**src/rtl/matrix_pkg.sv**
```systemverilog
// Shared types and constants for the matrix feeder and its operand buffers.
package matrix_pkg;

  // Operand, product and accumulator width used when the top is not overridden.
  localparam int DEFAULT_DATA_W = 32;

  // Sequencer phases: idle, issuing operand pairs, waiting for the core, final pulse.
  typedef enum logic [1:0] {
    IDLE   = 2'd0,
    STREAM = 2'd1,
    DRAIN  = 2'd2,
    FINISH = 2'd3
  } state_e;

  // Host buffer select encodings.
  localparam logic SEL_A = 1'b0;
  localparam logic SEL_B = 1'b1;

endpackage

```
**src/rtl/matrix_operand_buf.sv**
```systemverilog
// N*N x DATA_W operand store: one synchronous write port, one combinational read port.
// Contents are deliberately not reset; the host loads them before each computation.
module matrix_operand_buf #(
  parameter int N      = 4,
  parameter int DATA_W = 32,
  parameter int AW     = $clog2(N * N)
) (
  input  logic              clk_i,
  input  logic              wr_en_i,
  input  logic [AW-1:0]     wr_addr_i,
  input  logic [DATA_W-1:0] wr_data_i,
  input  logic [AW-1:0]     rd_addr_i,
  output logic [DATA_W-1:0] rd_data_o
);

  logic [DATA_W-1:0] mem_q [N*N];

  // Store a host element on the clock edge when the write strobe is accepted.
  always_ff @(posedge clk_i) begin
    if (wr_en_i) begin
      mem_q[wr_addr_i] <= wr_data_i;
    end
  end

  // Read is combinational so the issue counters address the operand in the same cycle.
  always_comb begin
    rd_data_o = mem_q[rd_addr_i];
  end

endmodule

```
**src/rtl/matrix_feeder.sv**
```systemverilog
// Sequencer for the single-MAC matrix core: streams A/B operand pairs for C = A x B,
// strobes the accumulator clear one cycle behind each new dot product, and captures
// every finished dot product from the core into a result stream.
module matrix_feeder
  import matrix_pkg::*;
#(
  parameter int N      = 4,
  parameter int DATA_W = DEFAULT_DATA_W,
  parameter int AW     = $clog2(N * N)
) (
  input  logic                   clk_i,
  input  logic                   rst_ni,
  input  logic                   wr_en_i,
  input  logic                   wr_sel_i,
  input  logic [AW-1:0]          wr_addr_i,
  input  logic [DATA_W-1:0]      wr_data_i,
  input  logic                   start_i,
  output logic                   busy_o,
  output logic                   done_o,
  output logic [DATA_W-1:0]      core_a_o,
  output logic [DATA_W-1:0]      core_b_o,
  output logic                   core_m_rst_o,
  input  logic [DATA_W-1:0]      core_acc_i,
  output logic                   res_valid_o,
  output logic [$clog2(N)-1:0]   res_row_o,
  output logic [$clog2(N)-1:0]   res_col_o,
  output logic [DATA_W-1:0]      res_data_o
);

  localparam int              RW       = $clog2(N);
  localparam logic [RW-1:0]   LAST_IDX = RW'(N - 1);
  localparam logic [AW-1:0]   N_AW     = AW'(N);

  // Sequencer state and issue counters (i outer, j middle, k inner).
  state_e          state_q;
  logic            busy_q;
  logic            drainCnt_q;
  logic [RW-1:0]   rowIdx_q, colIdx_q, kIdx_q;
  logic [RW-1:0]   rowIdx_d, colIdx_d, kIdx_d;
  logic            lastIssue;
  logic            streaming;

  // Operand buffer plumbing.
  logic            wrEnA, wrEnB;
  logic [AW-1:0]   rdAddrA, rdAddrB;
  logic [DATA_W-1:0] rdDataA, rdDataB;

  // Clear strobe and capture pipeline (two stages to match product register + accumulate).
  logic            mRst_q;
  logic            cap1_q, cap2_q;
  logic [RW-1:0]   row1_q, col1_q, row2_q, col2_q;

  // Result registers.
  logic            resValid_q;
  logic            done_q;
  logic [RW-1:0]   resRow_q, resCol_q;
  logic [DATA_W-1:0] resData_q;

  assign streaming = (state_q == STREAM);

  // Host writes land only while idle; a write alongside start is committed before cycle 0 reads it.
  assign wrEnA = wr_en_i && !busy_q && (wr_sel_i == SEL_A);
  assign wrEnB = wr_en_i && !busy_q && (wr_sel_i == SEL_B);

  // A is walked along row i, B down column j; both indexed by the inner k counter.
  assign rdAddrA = (AW'(rowIdx_q) * N_AW) + AW'(kIdx_q);
  assign rdAddrB = (AW'(kIdx_q) * N_AW) + AW'(colIdx_q);

  matrix_operand_buf #(
    .N      (N),
    .DATA_W (DATA_W),
    .AW     (AW)
  ) u_buf_a (
    .clk_i     (clk_i),
    .wr_en_i   (wrEnA),
    .wr_addr_i (wr_addr_i),
    .wr_data_i (wr_data_i),
    .rd_addr_i (rdAddrA),
    .rd_data_o (rdDataA)
  );

  matrix_operand_buf #(
    .N      (N),
    .DATA_W (DATA_W),
    .AW     (AW)
  ) u_buf_b (
    .clk_i     (clk_i),
    .wr_en_i   (wrEnB),
    .wr_addr_i (wr_addr_i),
    .wr_data_i (wr_data_i),
    .rd_addr_i (rdAddrB),
    .rd_data_o (rdDataB)
  );

  // Nested i/j/k increment with wrap; lastIssue marks the final operand pair of the run.
  always_comb begin
    rowIdx_d  = rowIdx_q;
    colIdx_d  = colIdx_q;
    kIdx_d    = kIdx_q;
    lastIssue = (rowIdx_q == LAST_IDX) && (colIdx_q == LAST_IDX) && (kIdx_q == LAST_IDX);
    if (kIdx_q == LAST_IDX) begin
      kIdx_d = '0;
      if (colIdx_q == LAST_IDX) begin
        colIdx_d = '0;
        if (rowIdx_q == LAST_IDX) begin
          rowIdx_d = '0;
        end else begin
          rowIdx_d = rowIdx_q + RW'(1);
        end
      end else begin
        colIdx_d = colIdx_q + RW'(1);
      end
    end else begin
      kIdx_d = kIdx_q + RW'(1);
    end
  end

  // Main FSM: IDLE -> STREAM (N^3 cycles) -> DRAIN (2 cycles) -> FINISH (1 cycle) -> IDLE.
  always_ff @(posedge clk_i or negedge rst_ni) begin
    if (!rst_ni) begin
      state_q    <= IDLE;
      busy_q     <= 1'b0;
      drainCnt_q <= 1'b0;
      rowIdx_q   <= '0;
      colIdx_q   <= '0;
      kIdx_q     <= '0;
    end else begin
      case (state_q)
        IDLE: begin
          if (start_i) begin
            state_q  <= STREAM;
            busy_q   <= 1'b1;
            rowIdx_q <= '0;
            colIdx_q <= '0;
            kIdx_q   <= '0;
          end
        end
        STREAM: begin
          rowIdx_q <= rowIdx_d;
          colIdx_q <= colIdx_d;
          kIdx_q   <= kIdx_d;
          if (lastIssue) begin
            state_q    <= DRAIN;
            drainCnt_q <= 1'b0;
          end
        end
        DRAIN: begin
          if (drainCnt_q) begin
            state_q    <= FINISH;
            drainCnt_q <= 1'b0;
          end else begin
            drainCnt_q <= 1'b1;
          end
        end
        FINISH: begin
          state_q <= IDLE;
          busy_q  <= 1'b0;
        end
        default: begin
          state_q <= IDLE;
          busy_q  <= 1'b0;
        end
      endcase
    end
  end

  // Clear strobe trails k==0 by one cycle; capture flag trails k==N-1 by two cycles.
  always_ff @(posedge clk_i or negedge rst_ni) begin
    if (!rst_ni) begin
      mRst_q <= 1'b0;
      cap1_q <= 1'b0;
      cap2_q <= 1'b0;
      row1_q <= '0;
      col1_q <= '0;
      row2_q <= '0;
      col2_q <= '0;
    end else begin
      mRst_q <= streaming && (kIdx_q == '0);
      cap1_q <= streaming && (kIdx_q == LAST_IDX);
      row1_q <= rowIdx_q;
      col1_q <= colIdx_q;
      cap2_q <= cap1_q;
      row2_q <= row1_q;
      col2_q <= col1_q;
    end
  end

  // Sample the completed accumulator before the next clear takes effect, and pulse done on the last one.
  always_ff @(posedge clk_i or negedge rst_ni) begin
    if (!rst_ni) begin
      resValid_q <= 1'b0;
      done_q     <= 1'b0;
      resRow_q   <= '0;
      resCol_q   <= '0;
      resData_q  <= '0;
    end else begin
      resValid_q <= cap2_q;
      done_q     <= cap2_q && (row2_q == LAST_IDX) && (col2_q == LAST_IDX);
      if (cap2_q) begin
        resRow_q  <= row2_q;
        resCol_q  <= col2_q;
        resData_q <= core_acc_i;
      end
    end
  end

  assign core_a_o     = streaming ? rdDataA : '0;
  assign core_b_o     = streaming ? rdDataB : '0;
  assign core_m_rst_o = mRst_q;
  assign busy_o       = busy_q;
  assign done_o       = done_q;
  assign res_valid_o  = resValid_q;
  assign res_row_o    = resRow_q;
  assign res_col_o    = resCol_q;
  assign res_data_o   = resData_q;

endmodule

```
**config.mk**
```make
export PLATFORM = sky130hd
export DESIGN_NAME = matrix_feeder
export DESIGN_NICKNAME = d
export VERILOG_FILES = /design/src/rtl/matrix_pkg.sv /design/src/rtl/matrix_operand_buf.sv /design/src/rtl/matrix_feeder.sv
export SDC_FILE = /design/constraint.sdc
export NUM_CORES = 1
export LEC_CHECK = 0
export CAP_MARGIN = 20
export CORE_UTILIZATION = 34
export DETAILED_ROUTE_END_ITERATION = 10
export GPL_ROUTABILITY_DRIVEN = 0
export HOLD_SLACK_MARGIN = 0.12
export PLACE_DENSITY = 0.6
export SYNTH_ARGS = -nofsm -noshare
export SYNTH_HDL_FRONTEND = slang
export SYNTH_SLANG_ARGS = --single-unit
export TNS_END_PERCENT = 5
```
**constraint.sdc**
```tcl
create_clock -name clk_i -period 3.6 [get_ports clk_i]
set_input_delay 0.54 -clock clk_i [delete_from_list [all_inputs] [get_ports clk_i]]
set_output_delay 0.54 -clock clk_i [all_outputs]
set_load 0.01 [all_outputs]
```
==> impl_metrics.toml <==
[detailed_routing]
drc = 0
top_layer_used = "met5"
m1WireLength_mm = 45.8
vias_per_cell = 5.16
drt-pass1-iter-count = 5
first_iter_violations = 1904
num_vias = 22400
met3_length_mm = 6.84
ant_nets = 0
wl_per_cell_um = 24.6
routed_wirelength_mm = 107
wl_met2_mm = 51.6

[sta]
worst_pin_slew_ns = 0.760
slew_violations = 0
layout_min_cycle_time_ns = 3.62
skew_ns = 0.0303
tns_ns = -0.0189
clock.fmax_mhz = 276
rsz0062_at_grt = "yes"
hold_violations = 0
fin_crit_sh_pct = 101
setup_slack_ns = -0.0189
final-setup-viol-count = 1
slew_headroom_pct = 49.3

[floorplanning]
initial_core_util_pct = 34.4
pin_count = 177
dieHeight_um = 354
rows = 128
dieArea_um2 = 125000
core_um2 = 122000
die_w_um = 354

[final_layout]
drive_above_1_share_pct = 17.1
seq_area_um2 = 32200
area_growth_pct = 22.0
fin_nets = 2705
multi_input_area_um2 = 9300
final_cell_mix = "1024 x edfxtp_1, 477 x mux2i_1, 219 x a22oi_1, 138 x clkdlybuf4s50_1, 126 x nand2_1"
fin_util_pct = 42.0
fill_cells = 10700
final_common_cell = "edfxtp_1"

[synthesis]
yosys_warnings = 0
syn-cell-area_um2 = 42100
ys_seq_area_share_pct = 76.5
syn_area_per_cell_um2 = 18.4
synthCells = 2288
synth.distinct_cells = 39
synth_seq_cells = 1083
syn_nets = 2369

[outcome]
outcome = "finished with violations"
violations = "negative setup slack"

[global_routing]
grt_usage_pct = 16.6
overflow = 0
grt_pass1_wl_mm = 153
antenna_found_initial = 6
grt_max_degree = 65
grt_pass1_vias = 22900

[cts]
cts.path.max_buffers = 3
cts_sinks = 1083
h-tree-depth = 3
root_buffer = "clkbuf_16"
numCtsBuffers = 110
clkTransAtPathRegs_ns = 0.06
cts_tree = "built"
clk_latency_ns = 0.69

[worst_hold_path]
hp-class = "flop to flop"

[pwr]
power_density_nw_per_um2 = 683
p_leak_nw = 17.4
peakVddDrop_mv = 0.456

[run]
maxCapViolCount = 0

[placement]
io_buffer_count = 176
dpl.hpwl_mm = 59.6

[worst_setup_path]
cp_data_arrival_time_ns = 3.08
crit_type = "flop to output pin"
end_kind = "output pin"
path_max_fanout = 14
cp.required_ns = 3.06
startpoint_type = "flop"
-- synth_stat cells --
cell | count | area [um^2]
o22ai_1 | 49 | 307
nor3b_1 | 1 | 7.51
nor2_2 | 2 | 12.5
and2_1 | 5 | 31.3
a22o_1 | 4 | 35.0
nand2_1 | 127 | 477
nor2b_1 | 7 | 43.8
o21ai_1 | 18 | 90.1
o21bai_1 | 1 | 7.51
ha_1 | 8 | 100
mux4_2 | 18 | 405
buf_12 | 7 | 140
o32a_1 | 1 | 10.0
and3b_1 | 1 | 8.76
o31ai_1 | 1 | 7.51
nand3_1 | 4 | 20.0
mux2_2 | 37 | 417
clkinv_1 | 1 | 3.75
clkbuf_1 | 27 | 101
nand2b_1 | 4 | 25.0
and2b_1 | 1 | 7.51
o21ai_0 | 21 | 105
clkbuf_4 | 2 | 15.0
nor2_1 | 35 | 131
nor3_1 | 2 | 10.0
buf_8 | 10 | 150
inv_1 | 9 | 33.8
a21oi_1 | 1 | 5.00
a221oi_1 | 18 | 158
mux2i_1 | 477 | 4770
buf_2 | 43 | 215
buf_1 | 1 | 3.75
o41ai_1 | 1 | 8.76
edfxtp_1 | 1024 | 30700
a22oi_1 | 220 | 1650
buf_4 | 17 | 128
or2_2 | 1 | 6.26
dfrtp_1 | 59 | 1480
buf_6 | 23 | 259
-- per-stage QoR --
step           power (mW)  setup slack (ns)  std cells  hold slack [ns]  instance area (um^2)
2_1_floorplan        20.1             0.738       2288            0.244                 42100
3_3_place_gp         23.2             0.378       4096            0.342                 46700
3_5_place_dp         23.3             0.371       4096            0.336                 46700
4_1_cts              35.3            -0.111       4318            0.357                 50800
5_1_grt              36.4            -0.106       4340            0.369                 51400
6_report             35.1           -0.0189       4342            0.353                 51400
-- final cells by class --
cell class                      instances  share of cell area, %
Clock inverter                         71                   1.47
Inverter                               10                 0.0730
Clock buffer                          131                   5.59
Multi-Input combinational cell       1065                   18.1
Timing Repair Buffer                  354                   8.12
Sequential cell                      1083                   62.7
Antenna cell                            3                 0.0146
Tap cell                             1625                   3.95
-- metal layers --
| metal | up-vias | track usage (%) |
|---|---|---|
| met5 | - | 0 |
| met4 | 4 | 4.49 |
| met3 | 142 | 3.14 |
| met2 | 742 | 27.2 |
| met1 | 11700 | 22.6 |
| li1 | 9859 | - |
-- worst paths after layout --
| path | endpoint | slack, ns | start | cells past startpoint |
|---|---|---|---|---|
| min in group asynchronous | res_data_o[27] | 0.47 | rst_ni | 2 |
| max | core_a_o[26] | -0.02 | kIdx_q[0] | 6 |
| max in group asynchronous | colIdx_q[0] | 2.20 | rst_ni | 3 |
| min reg2reg | row2_q[1] | 0.35 | row1_q[1] | 0 |
| min | row2_q[1] | 0.35 | row1_q[1] | 0 |
| max reg2reg | u_buf_a.mem_q[4][18] | 1.12 | busy_o | 4 |
-- critical path: stages, from the launching register on --
cell	delay, ns
dfrtp_4	0.57
buf_4	0.25
mux2i_1	0.16
a22oi_2	0.31
nand2_1	0.09
o22ai_1	0.38
clkdlybuf4s50_1	0.64
-- registers in the layout (all words and copies together), names as in the netlist, 2 cells and up --
signal	cells
row1_q	2
res_row_o	2
kIdx_q	2
u_buf_a.mem_q	512
u_buf_b.mem_q	512
res_data_o	32
col1_q	2
rowIdx_q	2
state_q	2
row2_q	2
col2_q	2
res_col_o	2
colIdx_q	2
-- power by group --
group          total [mW]  switching (mW)  internal, mW
clock                11.5            4.71          6.76
sequential           14.4           0.253          14.2
combinational        9.20            5.06          4.14
total                35.1            10.0          25.1
-- logic make-up (layout without fill, tap and decap cells) --
group / count (synthesis) / after routing / synth area share, %
flops: 1083 / 1083 / 76.5
mux: 532 / 532 / 13.3
compound gates: 335 / 335 / 5.66
simple gates: 190 / 190 / 1.85
buf+inv: 140 / 566 / 2.49
fa+ha+maj: 8 / 8 / 0.238
other cells: 0 / 3 / 0
-- repair_timing --
item,4_1_cts,5_1_grt
gates cloned,4,2
pin swaps,1,1
endpoints found under the setup margin,64,37
endpoints found under the hold margin,33,0
gates resized for setup,63,27
setup buffers,15,0
hold buffers,1,0
Power figures use the tool's default switching activity.
